### config.mk
export PLATFORM = sky130hd
export DESIGN_NAME = sc_window_ctrl
export DESIGN_NICKNAME = d
export VERILOG_FILES = /design/src/rtl/sc_window_ctrl.sv
export SDC_FILE = /design/constraint.sdc
export NUM_CORES = 1
export LEC_CHECK = 0
export ABC_AREA = 1
export CAP_MARGIN = 15
export CELL_PAD_IN_SITES_DETAIL_PLACEMENT = 0
export CELL_PAD_IN_SITES_GLOBAL_PLACEMENT = 1
export CORE_ASPECT_RATIO = 1.5
export CORE_MARGIN = 3
export CORE_UTILIZATION = 35
export DETAILED_ROUTE_END_ITERATION = 16
export PLACE_DENSITY_LB_ADDON = 0.12
export SLEW_MARGIN = 20
export SYNTH_ARGS = -nofsm -noshare
export SYNTH_HDL_FRONTEND = slang
export SYNTH_SLANG_ARGS = --single-unit
### constraint.sdc
create_clock -name clk -period 1.65 [get_ports clk]
set_clock_uncertainty 0.15 [all_clocks]
set_input_delay 0.33 -clock clk [delete_from_list [all_inputs] [get_ports clk]]
set_output_delay 0.33 -clock clk [all_outputs]
set_load 0.05 [all_outputs]
### src/rtl/sc_window_ctrl.sv
// Window controller for a stochastic multiplier: accepts operands, sequences the datapath, counts product ones.
// Optional signed output res_bipolar is enabled by defining SC_BIPOLAR_OUT_EN.
module sc_window_ctrl #(
  parameter int WIN_LOG2 = 3,
  parameter int PIPE_LAT = 2
) (
  input  logic                clk,
  input  logic                rst_n,
  input  logic                op_valid,
  output logic                op_ready,
  input  logic [3:0]          op_a,
  input  logic [3:0]          op_b,
  input  logic                abort,
  output logic                dp_load,
  output logic                dp_en,
  output logic [3:0]          dp_a,
  output logic [3:0]          dp_b,
  input  logic                sn_bit,
  output logic                res_valid,
  input  logic                res_ready,
  output logic [WIN_LOG2:0]   res_count,
`ifdef SC_BIPOLAR_OUT_EN
  output logic signed [WIN_LOG2+1:0] res_bipolar,
`endif
  output logic                busy,
  output logic [2:0]          state_dbg
);

  // Handshakes: a transfer happens on a rising edge where valid && ready are both high;
  // valid never depends on ready, and res_count holds until the result transfer.

  localparam int N       = 1 << WIN_LOG2;
  localparam int CYC_MAX = (PIPE_LAT > N) ? PIPE_LAT : N;
  localparam int CYC_W   = $clog2(CYC_MAX + 1);
  localparam int BW      = WIN_LOG2 + 2;

  typedef enum logic [2:0] {
    IDLE = 3'd0,
    LOAD = 3'd1,
    FILL = 3'd2,
    RUN  = 3'd3,
    DONE = 3'd4
  } state_t;

  state_t             state;
  logic [CYC_W-1:0]   cyc;
  logic [WIN_LOG2:0]  ones;
  logic [WIN_LOG2:0]  final_count;

  assign final_count = ones + {{WIN_LOG2{1'b0}}, sn_bit};
  assign state_dbg   = state;

  always_ff @(posedge clk or negedge rst_n) begin
    if (!rst_n) begin
      state     <= IDLE;
      cyc       <= '0;
      ones      <= '0;
      op_ready  <= 1'b1;
      busy      <= 1'b0;
      dp_load   <= 1'b0;
      dp_en     <= 1'b0;
      dp_a      <= '0;
      dp_b      <= '0;
      res_valid <= 1'b0;
      res_count <= '0;
`ifdef SC_BIPOLAR_OUT_EN
      res_bipolar <= -$signed(BW'(N));
`endif
    end else begin
      case (state)
        IDLE: begin
          if (op_valid) begin
            dp_a     <= op_a;
            dp_b     <= op_b;
            ones     <= '0;
            state    <= LOAD;
            op_ready <= 1'b0;
            busy     <= 1'b1;
            dp_load  <= 1'b1;
          end
        end
        LOAD, FILL, RUN: begin
          if (abort) begin
            state    <= IDLE;
            ones     <= '0;
            cyc      <= '0;
            op_ready <= 1'b1;
            busy     <= 1'b0;
            dp_load  <= 1'b0;
            dp_en    <= 1'b0;
          end else if (state == LOAD) begin
            dp_load <= 1'b0;
            dp_en   <= 1'b1;
            cyc     <= '0;
            state   <= (PIPE_LAT == 0) ? RUN : FILL;
          end else if (state == FILL) begin
            // FILL bits are pipeline warm-up and never reach the counter.
            if (cyc == CYC_W'(PIPE_LAT - 1)) begin
              cyc   <= '0;
              state <= RUN;
            end else begin
              cyc <= cyc + 1'b1;
            end
          end else begin
            if (cyc == CYC_W'(N - 1)) begin
              res_count <= final_count;
`ifdef SC_BIPOLAR_OUT_EN
              res_bipolar <= $signed({final_count, 1'b0}) - $signed(BW'(N));
`endif
              cyc       <= '0;
              ones      <= '0;
              dp_en     <= 1'b0;
              res_valid <= 1'b1;
              state     <= DONE;
            end else begin
              ones <= final_count;
              cyc  <= cyc + 1'b1;
            end
          end
        end
        DONE: begin
          if (res_ready) begin
            res_valid <= 1'b0;
            op_ready  <= 1'b1;
            busy      <= 1'b0;
            state     <= IDLE;
          end
        end
        default: begin
          state    <= IDLE;
          op_ready <= 1'b1;
          busy     <= 1'b0;
          dp_load  <= 1'b0;
          dp_en    <= 1'b0;
          res_valid <= 1'b0;
        end
      endcase
    end
  end

endmodule

# == After elaboration in Yosys (flattened, before gate mapping) ==
# Cells that the tools add are included.
# word_totals
register_bits,28
latchBits,0
ramBits,0
mem_bits_ro,0
input_bits,14
output_inout_bits,20
word_cells,91
mem_count,0
# classes
add_sub_neg,2
n_mul,0
div,0
order_cmp,0
n_eq_ne,20
n_shift,0
n_mux,40
n_bitwise,6
n_reduce_logical,12
# ops
op,count
$mux 4,10
$mux 3,7
$mux 1,16
$ne 2x2->1 const B,7
$pmux 1 s3,4
$ne 5x5->1 const B,2
$ne 3x3->1 const B,3
$pmux 3 s3,1
$reduce_and 3->1,3
$ne 4x4->1 const B,2
$pmux 4 s2,1
$reduce_and 4->1,2
$eq 3x2->1 const B,2
$not 1->1,6
$reduce_and 6->1,1
$reduce_and 5->1,1
$add 4x1->4,1
$add 4x1->4 const B,1
$eq 4x1->1 const B,1
$eq 4x3->1 const B,1
$eq 3x1->1 const B,1
$eq 3x3->1 const B,1
$logic_not 3->1,1
$reduce_or 3->1,1
other kinds (4),4

# == Longest topological paths before layout ==
# Gate-level depths: netlist of run 1.
# depth
word_depth,6
ltp_mapped,7
mapped_depth_nobuf,7

# == Worst setup path after synthesis of run 1 ==
# Ideal clock, no wire load.
# synth_timing
path_kind,register to register
startpoint,register state[1] (netlist: state_dbg[1])
endpoint,register ones[3]
setup_time_ns,0.116
arrival_time_ns,1.380
t_required_ns,1.384
path_slack_ns,0.003
stages_incl_launch_ff,8
n_path_buf,0
synth_period_minus_slack_ns,1.647
path_cell_list,dfrtp_1 > inv_1 > nand3_1 > nand2_2 > nand2_2 > nand3_1 > nand2_1 > nand2_1
# synth_between
elab_chain_len,4
word_cells_on_any_way,11
cone_classes,eq/ne: 6; mux: 1; reduce/logical: 4
# synth_rtl
item,line_no,text
"start, declared",45,state_t state;
"start signal, assigned",95,state <= (PIPE_LAT == 0) ? RUN : FILL;
$eq 3x1->1 (tied with other cells),"70, 91",
$reduce_or 3->1,70,case (state)
$ne 3x3->1 (no line) / $reduce_bool 2->1 (equally long branches),n/a,
$reduce_and 4->1 (no line),n/a,
"end signal, assigned",116,ones <= final_count;
"end, declared",47,logic [WIN_LOG2:0] ones;
# Parallel ways exist; a longest one is shown, timed or not.
# A chain may end at the register's enable or synchronous reset.

# == Final worst setup path of run 1 ==
# layout_timing
startpoint,register state[0] (netlist: state_dbg[0])
endpoint,register state[0] (netlist: state_dbg[0])
# layout_between
elab_chain_len,5
word_cells_on_any_way,15
cone_classes,eq/ne: 8; mux: 4; reduce/logical: 3
# layout_rtl
item,line_no,text
$eq 3x2->1,"70, 96",
$mux 3,96,end else if (state == FILL) begin
$mux 3,91,end else if (state == LOAD) begin
$mux 3,83,if (abort) begin
$pmux 3 s3,70,
# Parallel ways exist; a longest one is shown, timed or not.

==> metrics.txt, run 1 <==
status=finished, final reports clean; pin count of the biggest net entering global routing=29; Die ar.=4780 µm²; VDD IR max=953 µV; GRT Util Overall=0.154; Avg Vias per Cell=4.91; EDFF count, synth=0; DRT Wirelength=3350 µm; Worst-Margin Slew=0.242 ns; Startpoint Class=register; TritonCTS clock tree=built; FF-to-FF Start=state_dbg[0]; CTS Buf Count=3; count of cell types in the netlist=22; initial antenna violation count=0; dpl hpwl=2600 µm; die span in y=83.2 µm; final hold viol count=0; Synth Instances=168; Worst Path Required=1.66 ns; cell area after layout=2100 µm²; most common cell in the netlist=nand2_1; Max-cap violations=0; warnings from Yosys=0; port bufs=33; Critical Path Start=state_dbg[0]; num ports=34; post-CTS setup buffer count=0; Hold WS=0.263 ns; clock period minus worst slack=1.50 ns; Crit. End Element=register; number of H-tree levels=1; top-area cell type share of the netlist area=0.486; First-pass DRT Iterations=4; core area=3750 µm²; arrival time at the worst endpoint=1.51 ns; clock buffer depth=2; CTS clk-pin slew, worst paths=0.10 ns; CTS root buf=clkbuf_8; Initial Util=0.371; RR Endpoint=state_dbg[0]; Post-Place Cell Area=2040 µm²; Slew headroom=0.838; # setup viols final=0; via count=1,253; Yosys reg bits=28; fmax=0.667 GHz; RSZ-0062 raised after global routing=false; Async SR Flop Fraction=1.00; post-CTS sizing=0; DR WL/cell=13.1 µm; Seq/Total Area, Yosys=0.504; Setup CP Type=reg2reg; worst-skew pair later-pin latency=0.27 ns; R2R Setup Slk=0.15 ns; Slew Limit Fails=0; die width=57.5 µm; Post-Syn Area=1390 µm²; Post-synth top cells=51 x nand2_1, 27 x dfrtp_1, 19 x nand3_1; DRC viols=0; RD Place Congestion=0.785; first-pass GRT wire length=5910 µm; Layout Nets=231; Hold WC Path Type=in2async; Cell Pwr Density=1750 nW/µm²; num rows=27; CTS Sinks=28; area grow syn2layout=50.8%; cts hold-fix bufs=0; worst reg2reg path depth=7; initial DRC count=38; Tcrit/Tclk final=0.909; Tot Pwr=3680 µW; Max FO, Critical Path=4; dominant register cell in the synthesized netlist=dfrtp_1; Worst Setup EP=state_dbg[0]; largest cells by area after synthesis=dfrtp_1 49%, nand2_1 14%, nand3_1 6.8%; diode count=0; post-synthesis average cell area=8.28 µm²; Mapped Nets=186; remaining global-route overflow=0; Pleak=0.00105 µW; antenna-violating nets left=0; post-synth top area cell=dfrtp_1; ratio of cells with drive above 1 in the final layout=0.212; vias in the first global route=1,300
area by class of cell:
class                      count  area (µm²)
fill                         344        1650
sequential                    28         702
multi-input combinational    120         619
timing repair buffer          42         611
inverter                      18        67.6
tap                           43        53.8
clock buffer                   4        45.0
registers in the layout (all words and copies together), names as in the netlist:
name and flops:
dp_a 4, res_count 4, busy 1, op_ready 1
dp_load 1, res_valid 1, dp_en 1, state_dbg 3
dp_b 4, ones 4, cyc 4
stage by stage:
step / cells / setup WS, ns / utilization / TNS (ns)
global route: 255 / 0.0235 / 0.560 / 0
global placement: 251 / -0.0888 / 0.544 / -0.766
finish: 255 / 0.150 / 0.560 / 0
CTS: 255 / 0.0596 / 0.556 / 0
floorplan: 168 / 0.00308 / - / 0
detailed placement: 251 / -0.119 / 0.544 / -0.991
cell families (layout without fill, tap and decap cells):
group           count (synthesis)  after routing  synth area share
simple gates                   94             94             0.306
flops                          28             28             0.505
buf+inv                        20             64            0.0593
compound gates                 18             18            0.0692
fa+ha+maj                       4              4            0.0360
xor+xnor                        4              4            0.0252
power by group:
| group | total (µW) | internal, µW | switching (µW) | leakage, µW |
|---|---|---|---|---|
| Sequential | 1110 | 895 | 214 | 0.000366 |
| Clock | 378 | 173 | 205 | 0.0000228 |
| Combinational | 2190 | 946 | 1250 | 0.000662 |
cell usage in the layout, fill, tap and decap left out, types with 2 or more instances in the layout:
cell type	n
xnor2_1	2
nand3_2	2
dfrtp_1	27
o21ai_0	10
o21ai_1	6
buf_4	8
xor2_1	2
ha_1	4
clkbuf_8	3
buf_12	21
nand2_1	51
inv_2	2
clkdlybuf4s50_1	13
nor2_1	13
inv_1	16
nand2_2	3
nand3_1	18
nand4_1	2
nand2_4	2
routing by layer:
metal | up-vias | global-route usage | wire length (µm)
met5 | - | 0 | 0
li1 | 623 | - | -
met1 | 600 | 0.179 | 1350
met2 | 23 | 0.260 | 1790
met4 | 0 | 0.0612 | 56
met3 | 7 | 0.0420 | 156
worst min path at each step:
| stage | start | end | slack, ns | cells after the start |
|---|---|---|---|---|
| final | rst_n | ones[0] | 0.26 | 2 |
| after global routing | rst_n | res_valid | 0.27 | 2 |
| after CTS | rst_n | res_valid | 0.26 | 2 |
| after detailed placement | ones[3] | ones[3] | 0.35 | 2 |
| after global placement | ones[0] | ones[0] | 0.33 | 2 |
| after floorplan | rst_n | busy | -0.12 | 0 |
worst max-delay path, cell delays in order, from the launching register on:
cell     delay [ns]
dfrtp_1        0.43
nor2_1         0.16
buf_4          0.15
nand3_1        0.16
nand2_1        0.18
inv_1          0.05
nand2_1        0.06
o21ai_1        0.06
Power figures use the tool's default switching activity.
==> inputs of run 2 (changes only) <==
--- a/config.mk
+++ b/config.mk
@@ -18,3 +18,4 @@
 export SYNTH_ARGS = -nofsm -noshare
 export SYNTH_HDL_FRONTEND = slang
 export SYNTH_SLANG_ARGS = --single-unit
+export TNS_END_PERCENT = 30
==> results of run 2 <==
The final DEF is identical to that of run 1; final timing and power are the same.
